**config.mk**
```make
export PLATFORM = sky130hd
export DESIGN_NAME = clk_div_monitor
export DESIGN_NICKNAME = d
export VERILOG_FILES = /design/src/rtl/clk_div_monitor_pkg.sv /design/src/rtl/clk_div_monitor_sync_ff.sv /design/src/rtl/clk_div_monitor.sv
export SDC_FILE = /design/constraint.sdc
export NUM_CORES = 1
export LEC_CHECK = 0
export CORE_UTILIZATION = 40
export DETAILED_ROUTE_END_ITERATION = 10
export SYNTH_ARGS = -nofsm -noshare
export SYNTH_HDL_FRONTEND = slang
export SYNTH_SLANG_ARGS = --single-unit
export TNS_END_PERCENT = 50
```
**constraint.sdc**
```tcl
create_clock -name clk -period 4.29 [get_ports clk]
set_input_delay 1.287 -clock clk [delete_from_list [all_inputs] [get_ports clk]]
set_output_delay 1.287 -clock clk [all_outputs]
set_load 0.1 [all_outputs]
```
**src/rtl/clk_div_monitor_pkg.sv**
```systemverilog
// Shared types and default sizing for the divided-clock monitor.
package clk_div_monitor_pkg;

  localparam int unsigned DEF_SYNC_STAGES = 2;
  localparam int unsigned DEF_CNT_W       = 8;
  localparam int unsigned DEF_LOCK_CNT    = 4;

  typedef enum logic [1:0] {
    ST_IDLE    = 2'd0,
    ST_MEASURE = 2'd1,
    ST_LOCKED  = 2'd2
  } state_t;

endpackage

```
**src/rtl/clk_div_monitor_sync_ff.sv**
```systemverilog
// Multi-flop synchronizer for a single asynchronous bit, resets to 0.
module sync_ff #(
  parameter int unsigned STAGES = 2
) (
  input  logic clk,
  input  logic rst_n,
  input  logic i_d,
  output logic o_q
);

  logic [STAGES-1:0] r_sync;

  always_ff @(posedge clk or negedge rst_n) begin
    if (!rst_n) r_sync <= '0;
    else        r_sync <= {r_sync[STAGES-2:0], i_d};
  end

  assign o_q = r_sync[STAGES-1];

endmodule

```
**src/rtl/clk_div_monitor.sv**
```systemverilog
// Measures period/high phase of an asynchronous divided clock and tracks lock
// against an expected period, flagging mismatches and stuck-clock timeouts.
module clk_div_monitor
  import clk_div_monitor_pkg::*;
#(
  parameter int unsigned SYNC_STAGES = DEF_SYNC_STAGES,
  parameter int unsigned CNT_W       = DEF_CNT_W,
  parameter int unsigned LOCK_CNT    = DEF_LOCK_CNT
) (
  input  logic             clk,
  input  logic             rst_n,
  input  logic             div_clk_in,
  input  logic [CNT_W-1:0] expected_period,
  input  logic             clear,
  output logic             rise_pulse,
  output logic             fall_pulse,
  output logic [CNT_W-1:0] period,
  output logic [CNT_W-1:0] high_cnt,
  output logic             period_valid,
  output logic             locked,
  output logic             err,
  output logic [CNT_W-1:0] err_count
);

  logic             w_sync;
  logic             r_prev;
  logic             r_rise;
  logic             r_fall;
  logic [CNT_W-1:0] r_cnt;
  logic [CNT_W-1:0] r_period;
  logic [CNT_W-1:0] r_high;
  logic             r_valid;
  logic             r_locked;
  logic             r_err;
  logic [CNT_W-1:0] r_err_count;
  logic [CNT_W-1:0] r_match;
  state_t           r_state;

  logic w_active;
  logic w_exp_zero;
  logic w_match;
  logic w_period_err;
  logic w_timeout;
  logic w_err;
  logic w_lock_hit;

  sync_ff #(.STAGES(SYNC_STAGES)) u_sync (
    .clk   (clk),
    .rst_n (rst_n),
    .i_d   (div_clk_in),
    .o_q   (w_sync)
  );

  // Edge-detect history is part of the synchronizer path, so clear leaves it alone.
  always_ff @(posedge clk or negedge rst_n) begin
    if (!rst_n) r_prev <= 1'b0;
    else        r_prev <= w_sync;
  end

  assign w_active     = (r_state != ST_IDLE);
  assign w_exp_zero   = (expected_period == '0);
  assign w_match      = (r_cnt == expected_period);
  assign w_period_err = r_rise && w_active && !w_exp_zero && !w_match;
  assign w_timeout    = !r_rise && w_active && (r_cnt == '1);
  assign w_err        = w_period_err || w_timeout;
  assign w_lock_hit   = ((r_match + CNT_W'(1)) >= CNT_W'(LOCK_CNT));

  always_ff @(posedge clk or negedge rst_n) begin
    if (!rst_n) begin
      r_state     <= ST_IDLE;
      r_rise      <= 1'b0;
      r_fall      <= 1'b0;
      r_cnt       <= '0;
      r_period    <= '0;
      r_high      <= '0;
      r_valid     <= 1'b0;
      r_locked    <= 1'b0;
      r_err       <= 1'b0;
      r_err_count <= '0;
      r_match     <= '0;
    end else if (clear) begin
      r_state     <= ST_IDLE;
      r_rise      <= 1'b0;
      r_fall      <= 1'b0;
      r_cnt       <= '0;
      r_period    <= '0;
      r_high      <= '0;
      r_valid     <= 1'b0;
      r_locked    <= 1'b0;
      r_err       <= 1'b0;
      r_err_count <= '0;
      r_match     <= '0;
    end else begin
      r_rise  <= w_sync & ~r_prev;
      r_fall  <= ~w_sync & r_prev;
      r_valid <= 1'b0;
      r_err   <= w_err;

      if (w_err && (r_err_count != '1)) r_err_count <= r_err_count + CNT_W'(1);

      if (r_rise)              r_cnt <= CNT_W'(1);
      else if (r_cnt != '1)    r_cnt <= r_cnt + CNT_W'(1);

      if (r_fall && w_active) r_high <= r_cnt;

      case (r_state)
        ST_IDLE: begin
          if (r_rise) begin
            r_state <= ST_MEASURE;
            r_match <= '0;
          end
        end
        ST_MEASURE: begin
          if (r_rise) begin
            r_period <= r_cnt;
            r_valid  <= 1'b1;
            if (w_exp_zero || !w_match) begin
              r_match <= '0;
            end else if (w_lock_hit) begin
              r_match  <= r_match + CNT_W'(1);
              r_state  <= ST_LOCKED;
              r_locked <= 1'b1;
            end else begin
              r_match <= r_match + CNT_W'(1);
            end
          end else if (w_timeout) begin
            r_state <= ST_IDLE;
            r_match <= '0;
          end
        end
        ST_LOCKED: begin
          if (r_rise) begin
            r_period <= r_cnt;
            r_valid  <= 1'b1;
            if (w_exp_zero || !w_match) begin
              r_state  <= ST_MEASURE;
              r_locked <= 1'b0;
              r_match  <= '0;
            end
          end else if (w_timeout) begin
            r_state  <= ST_IDLE;
            r_locked <= 1'b0;
            r_match  <= '0;
          end
        end
        default: begin
          r_state  <= ST_IDLE;
          r_locked <= 1'b0;
          r_match  <= '0;
        end
      endcase
    end
  end

  assign rise_pulse   = r_rise;
  assign fall_pulse   = r_fall;
  assign period       = r_period;
  assign high_cnt     = r_high;
  assign period_valid = r_valid;
  assign locked       = r_locked;
  assign err          = r_err;
  assign err_count    = r_err_count;

endmodule

```
### Word-level counts from Yosys, hierarchy flattened

Cells that the tools add are included.

| word-level totals | value |
|---|---|
| bits in registers | 50 |
| input bits | 12 |
| output and inout port bits | 29 |
| word-level logic and storage cells | 102 |

| cells by class | value |
|---|---|
| $add $sub $neg | 3 |
| order comparisons | 1 |
| equal/unequal tests | 15 |
| mux-type cells | 41 |
| bitwise logic cells | 4 |
| reduce and logical (&&, ||, !) cells | 25 |

Operator list:

| cell | number |
|---|---|
| 8-bit two-way mux | 17 |
| 8-bit by 1-bit adder with 8-bit output, second input constant | 3 |
| 8-bit case mux with 3 select lines | 1 |
| 2-bit two-way mux | 8 |
| 4-bit != test, second input constant | 4 |
| 8-bit != test, second input constant | 2 |
| 1-bit two-way mux | 13 |
| 3-bit != test, second input constant | 4 |
| 2-bit nonzero test | 5 |
| 8-bit == test | 1 |
| 8-bit == test, second input constant | 1 |
| 8-bit by 3-bit greater-or-equal comparator with 1-bit output, second input constant | 1 |
| 8-bit zero test | 1 |
| 1-bit logical AND | 7 |
| 2-bit case mux with 3 select lines | 1 |
| 6-bit AND reduction | 1 |
| 2-bit AND reduction | 2 |
| 4-bit AND reduction | 1 |
| 1-bit zero test | 3 |
| 1-bit case mux with 3 select lines | 1 |
| 3-bit nonzero test | 1 |
| 1-bit bitwise AND | 2 |
| 2-bit by 1-bit == test with 1-bit output, second input constant | 1 |
| 2-bit == test, second input constant | 1 |
| other kinds (5) | 7 |

### Depth between registers and ports, before layout

Gate-level depths: netlist of run 1.

| depth | value |
|---|---|
| word-level depth | 8 |
| mapped depth | 9 |
| gate-level depth less buffers | 8 |

### Modules after synthesis

From an unflattened synthesis of run 1, not the netlist that was laid out.

| second synthesis, totals | value |
|---|---|
| cells, all modules | 276 |
| area, all modules | 2718.9 µm² |

Modules (own cells, without submodules):

| module | times used | cells each | area an instance (µm²) |
|---|---|---|---|
| clk_div_monitor | 1 | 274 | 2668.8 |
| sync_ff | 1 | 2 | 50.0 |

### Least setup slack after synthesis of run 1

No wires, ideal clock.

| timing | value |
|---|---|
| path type | input -> register |
| from | input expected_period[6] |
| to | register r_match[5] |
| data arrival time | 2.964 ns |
| path slack | 1.261 ns |
| cell stages on the path | 6 |
| path through | xor2_1 -> nor4_2 -> nand3_2 -> or4_1 -> nor3_1 -> a211o_1 |

| between the ends | value |
|---|---|
| longest elaborated chain between the ends | 7 |

RTL lines:

| what | line | source |
|---|---|---|
| start, declared | clk_div_monitor.sv:13 | `input logic [CNT_W-1:0] expected_period,` |
| 8-bit == test | clk_div_monitor.sv:62 | `assign w_match = (r_cnt == expected_period);` |
| 1-bit zero test | clk_div_monitor.sv:117, clk_div_monitor.sv:135 |  |
| 1-bit logical OR * | clk_div_monitor.sv:117, clk_div_monitor.sv:135 |  |
| 8-bit two-way mux | clk_div_monitor.sv:117 | `if (w_exp_zero \|\| !w_match) begin` |
| 8-bit two-way mux | clk_div_monitor.sv:114 | `if (r_rise) begin` |
| 8-bit case mux with 3 select lines | clk_div_monitor.sv:106 | `case (r_state)` |
| 8-bit two-way mux | clk_div_monitor.sv:81 | `end else if (clear) begin` |
| end signal, assigned | clk_div_monitor.sv:120 | `r_match <= r_match + CNT_W'(1);` |
| end signal, assigned | clk_div_monitor.sv:124 | `r_match <= r_match + CNT_W'(1);` |
| end, declared | clk_div_monitor.sv:36 | `logic [CNT_W-1:0] r_match;` |

Every way passes the cells marked *; elsewhere a longest branch is shown, timed or not.
A chain may end at the register's enable or synchronous reset.

### Final worst setup path of run 1

| timing | value |
|---|---|
| from | input expected_period[5] |
| to | register r_match[6] |

Same word-level chain as after synthesis.

==> out/qor.yml, run 1 <==
maxSlewViolCount: 0
start_util_pct: 41.31
cp-end-kind: "flip-flop"
drive_gt1_share_pct: 7.012
syn_inst: 299
ys.flop_type: "dfrtp_1"
cts-buffers-inserted: 5
worstPathArrival_ps: 3680
power_density_mw_per_mm2: 279.8
min_period_over_period_pct: 80.04
clk_pin_slew_ps: 90
outcome: "complete, no violations"
vias: 2299
place_congestion: 0.7853
rsz0062_at_grt: "no"
wl_per_cell_um: 15.10
synth_edf_count: 0
dieWidth_um: 85.76
critical_path.max_stage_delay_ps: 640
hold_viol_final: 0
worstPathCellList: "clkdlybuf4s50_1 -> xor2_1 -> nor4_2 -> nand3_2 -> or4_1 -> nor3_1 -> a211o_1"
root_buffer: "clkbuf_8"
drc_errors: 0
cp_slowest_cell: "or4_1"
diodes: 0
syn_area_mm2: 0.002806
maxSlewHeadroom_pct: 34.02
postCtsSetupRepairBufs: 0
cts_tree: "built"
fin_tns_setup_ps: 0
cp.required_ps: 4540
hpwl_um: 4661
coreArea_mm2: 0.006794
postSynthAreaPerCell_um2: 9.386
dieArea_mm2: 0.007355
post_dp_cell_area_mm2: 0.003249
grt_pass1_vias: 2198
finalSetupViolations: 0
cts_hold_buf: 0
rows: 30
yosys_warnings: 0
path_class: "in -> reg"
antenna_found_initial: 0
io_pins: 41
drt_pass1_iterations: 4
ctsHtreeMaxLevel: 2
nFillCells: 651
synth.distinct_cells: 53
p_leak_uw: 0.001427
max_freq_mhz: 291.2
area_delta_synth_final_pct: 18.77
ant_nets: 0
gr-total-overflow: 0
fin_nets: 347
drv_cap: 0
die_y_um: 85.76
worst_setup_path_start_kind: "primary input"
hold_class: "reg -> reg"
async_flop_share_pct: 100.0
via_per_inst: 5.422
min_period_ps: 3434
grt_max_degree: 28
io_buffers: 40
ir_drop_mv: 0.1329
grtUsageTotal_pct: 19.11
grt_pass1_wl_um: 10960
critPathBufInv: 1
cpLargestDelayFamily: "simple AND/OR/NAND/NOR gates"
insertion_delay_ps: 300
wirelength_um: 6404
ys_seq_area_share_pct: 44.58
cts_sinks: 50
cts_buffer_depth: 2
final_area_mm2: 0.003333
tightest_slew_ps: 986.6
syn_nets: 318
clock_skew_ps: 4.720
crit_fanout: 10
yosys_register_bits: 50
cts_resized: 0
drt_iter0_drc: 113
## registers in the layout, indices dropped and copies added, names as in the netlist, 2 cells and up
signal / count
err_count: 8
r_state: 2
u_sync.r_sync: 2
high_cnt: 8
period: 8
r_cnt: 8
r_match: 8
## cell usage after synthesis, types with 4 or more instances
| cell type | count | share of area [%] |
|---|---|---|
| dfrtp_1 | 50 | 45 |
| nor4_1 | 5 | 1.1 |
| xor2_1 | 14 | 4.4 |
| a211o_1 | 4 | 1.2 |
| or3_1 | 4 | 0.89 |
| nand4_1 | 5 | 1.1 |
| clkbuf_1 | 12 | 1.6 |
| or4_1 | 5 | 1.3 |
| a31oi_1 | 5 | 1.1 |
| buf_2 | 5 | 0.89 |
| a21oi_1 | 22 | 3.9 |
| nor3b_1 | 4 | 1.1 |
| nand3_1 | 20 | 3.6 |
| o21ai_0 | 11 | 2.0 |
| nor3_1 | 6 | 1.1 |
| nand2_1 | 20 | 2.7 |
| ha_1 | 7 | 3.1 |
| o31ai_1 | 6 | 1.6 |
| inv_1 | 9 | 1.2 |
| mux2i_1 | 10 | 3.6 |
| nor2_1 | 26 | 3.5 |
## power breakdown
part / internal [µW] / total [µW] / switching, µW
Combinational: 58.2 / 175 / 117
Sequential: 480 / 491 / 11.6
Clock: 112 / 266 / 155
Total: 649 / 933 / 283
## per-stage QoR
stage / cells / hold slack, ps / util [%] / total power, µW / setup WS [ps]
CTS: 424 / 357.7 / 49.06 / 945.0 / 855.7
floorplan: 299 / 331.2 / - / 619.3 / 1261
finish: 424 / 354.9 / 49.06 / 932.5 / 856.4
global placement: 417 / 333.7 / 47.83 / 676.0 / 600.0
global route: 424 / 376.1 / 49.06 / 980.3 / 603.9
detailed placement: 417 / 337.3 / 47.83 / 675.4 / 539.3
## final timing paths
check	from	to	slack (ps)	depth (start not counted)
setup / recovery	expected_period[5]	r_match[6]$_DFFE_PN0P_	860	7
hold / removal	u_sync.r_sync[0]$_DFF_PN0_	u_sync.r_sync[1]$_DFF_PN0_	350	0
setup reg to reg	r_cnt[7]$_DFFE_PN0P_	r_match[6]$_DFFE_PN0P_	1710	6
hold reg to reg	u_sync.r_sync[0]$_DFF_PN0_	u_sync.r_sync[1]$_DFF_PN0_	350	0
max in group asynchronous	rst_n	err_count[2]$_DFFE_PN0P_	2580	2
min in group asynchronous	rst_n	r_match[6]$_DFFE_PN0P_	970	1
## logic make-up (layout without fill, tap and decap cells)
group	Yosys count	count (layout)	synth area share, %
AND/OR/NAND/NOR	116	116	22.92
AO/OA/AOI/OAI	67	67	15.52
flip-flops	50	50	44.58
buffers and inverters	32	61	4.904
XOR/XNOR	16	16	4.994
multiplexers	11	11	3.968
adder cells (fa/ha/maj)	7	7	3.121
## metal layers
metal,part of all wire [%],global-route usage (%),routed length (µm)
met4,0.87,4.242,56
met5,0,0,0
met3,3.3,2.984,211
met1,51,28.33,3286
met2,44,29.53,2849
## cell usage in the layout (no fill, tap or decap), types with 3 or more instances in the layout
cell / instances
dfrtp_1: 50
clkdlybuf4s50_1: 38
nor2_1: 26
a21oi_1: 22
nand2_1: 20
nand3_1: 20
xor2_1: 14
o21ai_0: 11
mux2i_1: 10
inv_1: 9
ha_1: 7
nor3_1: 6
o31ai_1: 6
nor4_1: 5
a31oi_1: 5
nand4_1: 5
or4_1: 5
clkbuf_8: 5
buf_4: 5
nor3b_1: 4
a211o_1: 4
or3_1: 4
and3_1: 3
a21o_1: 3
## area by class of cell
cell class / count / area (µm²) / share of cell area (%)
Multi-Input combinational cell: 217 / 1418 / 42.53
Sequential cell: 50 / 1251 / 37.54
Inverter: 10 / 37.54 / 1.126
Clock inverter: 2 / 15.01 / 0.4505
Timing Repair Buffer: 44 / 422.9 / 12.69
Clock buffer: 5 / 68.82 / 2.065
Tap cell: 96 / 120.1 / 3.604
(Power assumes the default switching activity.)
==> run 2: changes to the inputs <==
- clock period: 4.29 -> 2.95 ns (I/O delays scaled with it)
==> run 2 against run 1 <==
  * Critical path type unchanged
  * Sequential cell count unchanged
  * Core utilization increased by 1.2 points
  * Largest cell class unchanged
  * Critical path depth grew 1
  * Total power up 53%
  * Die area is the same
  * Critical endpoint is now r_match[5]$_DFFE_PN0P_
  * Clock skew rose by 7.6 ps
  * Via count up 3.0%
  * Final cell count grew 3.8%
  * Clock power rose by 61%
  * Wire length rose by 6.4%
==> out/qor.yml, run 2 (synthesis gave the netlist of run 1 again) <==
min_period_ps: 2817
via_per_inst: 5.384
drt_pass1_iterations: 4
grtUsageMet2_pct: 31.20
drv_cap: 0
hpwl_um: 4942
ant_nets: 0
grt_util_met3_pct: 3.176
wirelength_um: 6811
final_area_mm2: 0.003415
drc_errors: 0
worstPathArrival_ps: 3020
top_usage_layer: "met2"
coreArea_mm2: 0.006794
crit_fanout: 6
dieWidth_um: 85.76
grt_pass1_wl_um: 11400
power_density_mw_per_mm2: 417.1
path_class: "in -> reg"
drive_gt1_share_pct: 19.77
hold_class: "reg -> reg"
outcome: "complete, no violations"
grtUsageTotal_pct: 19.93
min_period_over_period_pct: 95.48
cts_buffer_depth: 2
io_buffers: 40
post_dp_cell_area_mm2: 0.003304
maxSlewHeadroom_pct: 64.45
clk_pin_slew_ps: 100
worst_setup_path_start_kind: "primary input"
layout_commonest_cell: "dfrtp_1"
r2r-start: "r_cnt[1]$_DFFE_PN0P_"
clock_skew_ps: 12.36
rsz0062_at_grt: "no"
p_leak_uw: 0.001575
finalSetupViolations: 0
dieArea_mm2: 0.007355
ir_drop_mv: 0.2072
hold_viol_final: 0
cp-end-kind: "flip-flop"
grt_pass1_vias: 2256
drt_iter0_drc: 240
io_pins: 41
area_delta_synth_final_pct: 21.67
hold_start: "u_sync.r_sync[0]$_DFF_PN0_"
grt_max_degree: 21
die_y_um: 85.76
cts_sinks: 50
cp.required_ps: 3150
power_uw: 1424
wl_per_cell_um: 15.48
use_met1_pct: 28.58
ctsHtreeMaxLevel: 2
start_util_pct: 41.31
vias: 2369
maxSlewViolCount: 0
place_congestion: 0.8588
cts_hold_buf: 0
antenna_found_initial: 0
fin_nets: 362
max_freq_mhz: 355.0
cts-buffers-inserted: 5
startpoint: "expected_period[4]"
gr-total-overflow: 0
postCtsSetupRepairBufs: 0
root_buffer: "clkbuf_8"
final_cell_mix: "dfrtp_1, buf_4, nor2_1, a21oi_1"
fin_tns_setup_ps: 0
insertion_delay_ps: 320
diodes: 0
rows: 30
cts_tree: "built"
tightest_slew_ps: 533.2
## run 2: cell types whose count changed in the layout (fill, tap and decap cells not counted)
| cell | delta |
|---|---|
| inv_6 | +2 |
| nor4_4 | +1 |
| clkdlybuf4s50_1 | -28 |
| clkinv_4 | +1 |
| clkinvlp_4 | -2 |
| buf_4 | +42 |
| nor4_1 | -1 |
| buf_12 | +1 |
## run 2: area by class of cell
cell class                      count  area (µm²)
Fill cell                         648        3379
Clock inverter                      3       26.28
Sequential cell                    50        1251
Timing Repair Buffer               59       478.0
Clock buffer                        5       68.82
Inverter                           10       37.54
Multi-Input combinational cell    217        1433
Tap cell                           96       120.1
## run 2: stage by stage
stage / hold WS (ps) / instances / util [%] / worst slack [ps]
5_1_grt: 377.9 / 440 / 50.26 / 8.100
6_report: 361.8 / 440 / 50.26 / 133.2
2_1_floorplan: 331.2 / 299 / - / 94.18
4_1_cts: 368.6 / 440 / 50.04 / 63.54
3_3_place_gp: 333.1 / 432 / 48.64 / -236.7
3_5_place_dp: 345.0 / 432 / 48.64 / -257.1
## run 2: where the power goes
group          switching, µW  internal (µW)
sequential              15.5            697
combinational            182           99.5
clock                    254            175
## run 2: final timing paths
check                      depth (start not counted)                          to  slack [ps]
max                                                8      r_match[5]$_DFFE_PN0P_         130
min                                                0  u_sync.r_sync[1]$_DFF_PN0_         360
max reg2reg                                        6    err_count[5]$_DFFE_PN0P_         410
min reg2reg                                        0  u_sync.r_sync[1]$_DFF_PN0_         360
max in group asynchronous                          2        r_cnt[2]$_DFFE_PN0P_        1870
min in group asynchronous                          1      r_match[5]$_DFFE_PN0P_         480
## run 2: what timing repair did
item                                    4_1_cts  5_1_grt
hold endpoints to repair                      0        0
gates resized for setup                       0        2
endpoints found under the setup margin        0        4
## run 2: layer usage
| metal | vias to the layer above | wire, µm |
|---|---|---|
| met5 | - | 0 |
| met4 | 0 | 79 |
| met3 | 7 | 235 |
| met2 | 51 | 3145 |
| met1 | 1148 | 3350 |
| li1 | 1163 | - |
## run 2: worst max-delay path: stages
cell and delay [ps]:
clkdlybuf4s50_1 440, nor4_1 470, nand2_1 230, nand3_2 130
buf_4 130, o21ai_0 70, or2_2 360, a211o_1 310
==> run 3: changes to the inputs <==
- CORE_MARGIN: not set -> 5
==> run 3 against run 2 <==
  * Hold slack is essentially flat
  * Sequential cell count unchanged
  * Clock skew down 0.64 ps
  * Critical path depth unchanged
  * Final area up 0.88%
  * Core utilization grew 0.44 points
  * First-iteration DRC count fell by 27%
  * Non-clock buffer count up 1
  * Wire length increased by 3.4%
==> out/qor.yml, run 3 (synthesis gave the netlist of run 1 again) <==
antenna_found_initial: 0
drt_iter0_drc: 176
ir_drop_mv: 0.1829
outcome: "complete, no violations"
worstPathCellList: "clkdlybuf4s50_1 -> xor2_1 -> nor4_4 -> nand3_2 -> buf_4 -> buf_4 -> o31a_1 -> a2111oi_1"
finish.utilization_pct: 50.70
power_density_mw_per_mm2: 435.0
maxSlewViolCount: 0
grtUsageMet2_pct: 27.56
grt_util_met3_pct: 2.724
clock_skew_ps: 11.73
area_delta_synth_final_pct: 22.74
hold_viol_final: 0
io_buffers: 40
placed_cells_incl_taps: 433
rows: 30
wirelength_um: 7042
diodes: 0
ant_nets: 0
switching_share_pct: 29.84
cp.required_ps: 3150
drv_cap: 0
crit_top_cell: "buf_4"
ctsHtreeMaxLevel: 2
cp-end-kind: "flip-flop"
worstPathArrival_ps: 2960
whs_ps: 362.2
io_pins: 41
vias: 2373
critPathBufInv: 3
gr-total-overflow: 0
via_per_inst: 5.381
place_congestion: 0.8356
power_frac_seq_pct: 47.6
layout_commonest_cell: "dfrtp_1"
power_uw: 1498
cpLargestDelayFamily: "buffers and inverters"
cp_slowest_cell: "clkdlybuf4s50_1"
power.share.clock_pct: 33.6
postCtsSetupRepairBufs: 0
dieArea_mm2: 0.008791
top_usage_layer: "met2"
max_freq_mhz: 362.9
start_util_pct: 41.31
hold_class: "reg -> reg"
drc_errors: 0
rsz0062_at_grt: "no"
die_y_um: 93.76
reg2reg_slack_ps: 410
maxSlewHeadroom_pct: 64.50
drive_gt1_share_pct: 20.29
grt_pass1_wl_um: 12190
grtUsageTotal_pct: 17.33
cts_tree: "built"
drt_pass1_iterations: 4
tightest_slew_ps: 532.5
cts-buffers-inserted: 5
hpwl_um: 5201
min_period_ps: 2756
p_comb_share_pct: 18.7
cts_sinks: 50
fin_nets: 363
wl_per_cell_um: 15.97
critical_path.max_stage_delay_ps: 450
grt_pass1_vias: 2347
cts_buffer_depth: 2
p_leak_uw: 0.001589
path_class: "in -> reg"
final_cell_mix: "dfrtp_1, buf_4, nor2_1, a21oi_1"
grt_max_degree: 32
min_period_over_period_pct: 93.42
nFillCells: 661
p_int_uw: 1051
root_buffer: "clkbuf_8"
dieWidth_um: 93.76
coreArea_mm2: 0.006794
finalSetupViolations: 0
crit_fanout: 5
p_switching_uw: 447.1
insertion_delay_ps: 310
use_met1_pct: 24.63
final_cells: 441
worst_setup_path_start_kind: "primary input"
clk_pin_slew_ps: 100
fin_tns_setup_ps: 0
[run 3: cell types whose count changed in the layout (fill, tap and decap cells not counted), sizes merged]
| cell | previous run | this run |
|---|---|---|
| inv | 11 | 10 |
| bufinv | 0 | 1 |
| buf | 49 | 50 |
[run 3: metal layers]
layer | wire (µm) | up-vias | part of all wire [%]
li1 | - | 1168 | -
met5 | 0 | - | 0
met3 | 227 | 7 | 3.2
met2 | 3295 | 39 | 47
met1 | 3434 | 1159 | 49
met4 | 84 | 0 | 1.2
[run 3: worst paths after layout]
path,from,to,depth (start not counted)
min,u_sync.r_sync[0]$_DFF_PN0_,u_sync.r_sync[1]$_DFF_PN0_,0
min in group asynchronous,rst_n,r_match[4]$_DFFE_PN0P_,1
min reg2reg,u_sync.r_sync[0]$_DFF_PN0_,u_sync.r_sync[1]$_DFF_PN0_,0
max,expected_period[1],locked$_DFFE_PN0P_,8
max in group asynchronous,rst_n,period[5]$_DFFE_PN0P_,2
max reg2reg,r_cnt[1]$_DFFE_PN0P_,err_count[5]$_DFFE_PN0P_,6
[run 3: power groups by stage]
stage | registers (µW) | clock network [µW] | logic (µW)
after global placement | 727 | 0 | 277
after floorplan | 745 | 0 | 155
final | 713 | 504 | 281
after global routing | 717 | 546 | 313
after detailed placement | 727 | 0 | 277
after CTS | 713 | 519 | 278
[run 3: what timing repair did]
action                     4_1_cts  5_1_grt
resized for setup                0        4
hold buffers                     0        0
setup endpoints to repair        0        7
[run 3: metrics by stage]
step	area, µm²	setup WS (ps)
3_5_place_dp	3312	-326.9
3_3_place_gp	3312	-270.8
4_1_cts	3425	12.87
6_report	3445	194.2
5_1_grt	3445	0.7574
2_1_floorplan	2806	94.18
[run 3: area by class of cell]
class	instances	area, µm²	area share [%]
Multi-Input combinational cell	217	1438	41.74
Sequential cell	50	1251	36.32
Timing Repair Buffer	60	485.5	14.09
Tap cell	96	120.1	3.487
Clock buffer	5	68.82	1.998
Clock inverter	3	43.79	1.271
Inverter	10	37.54	1.090
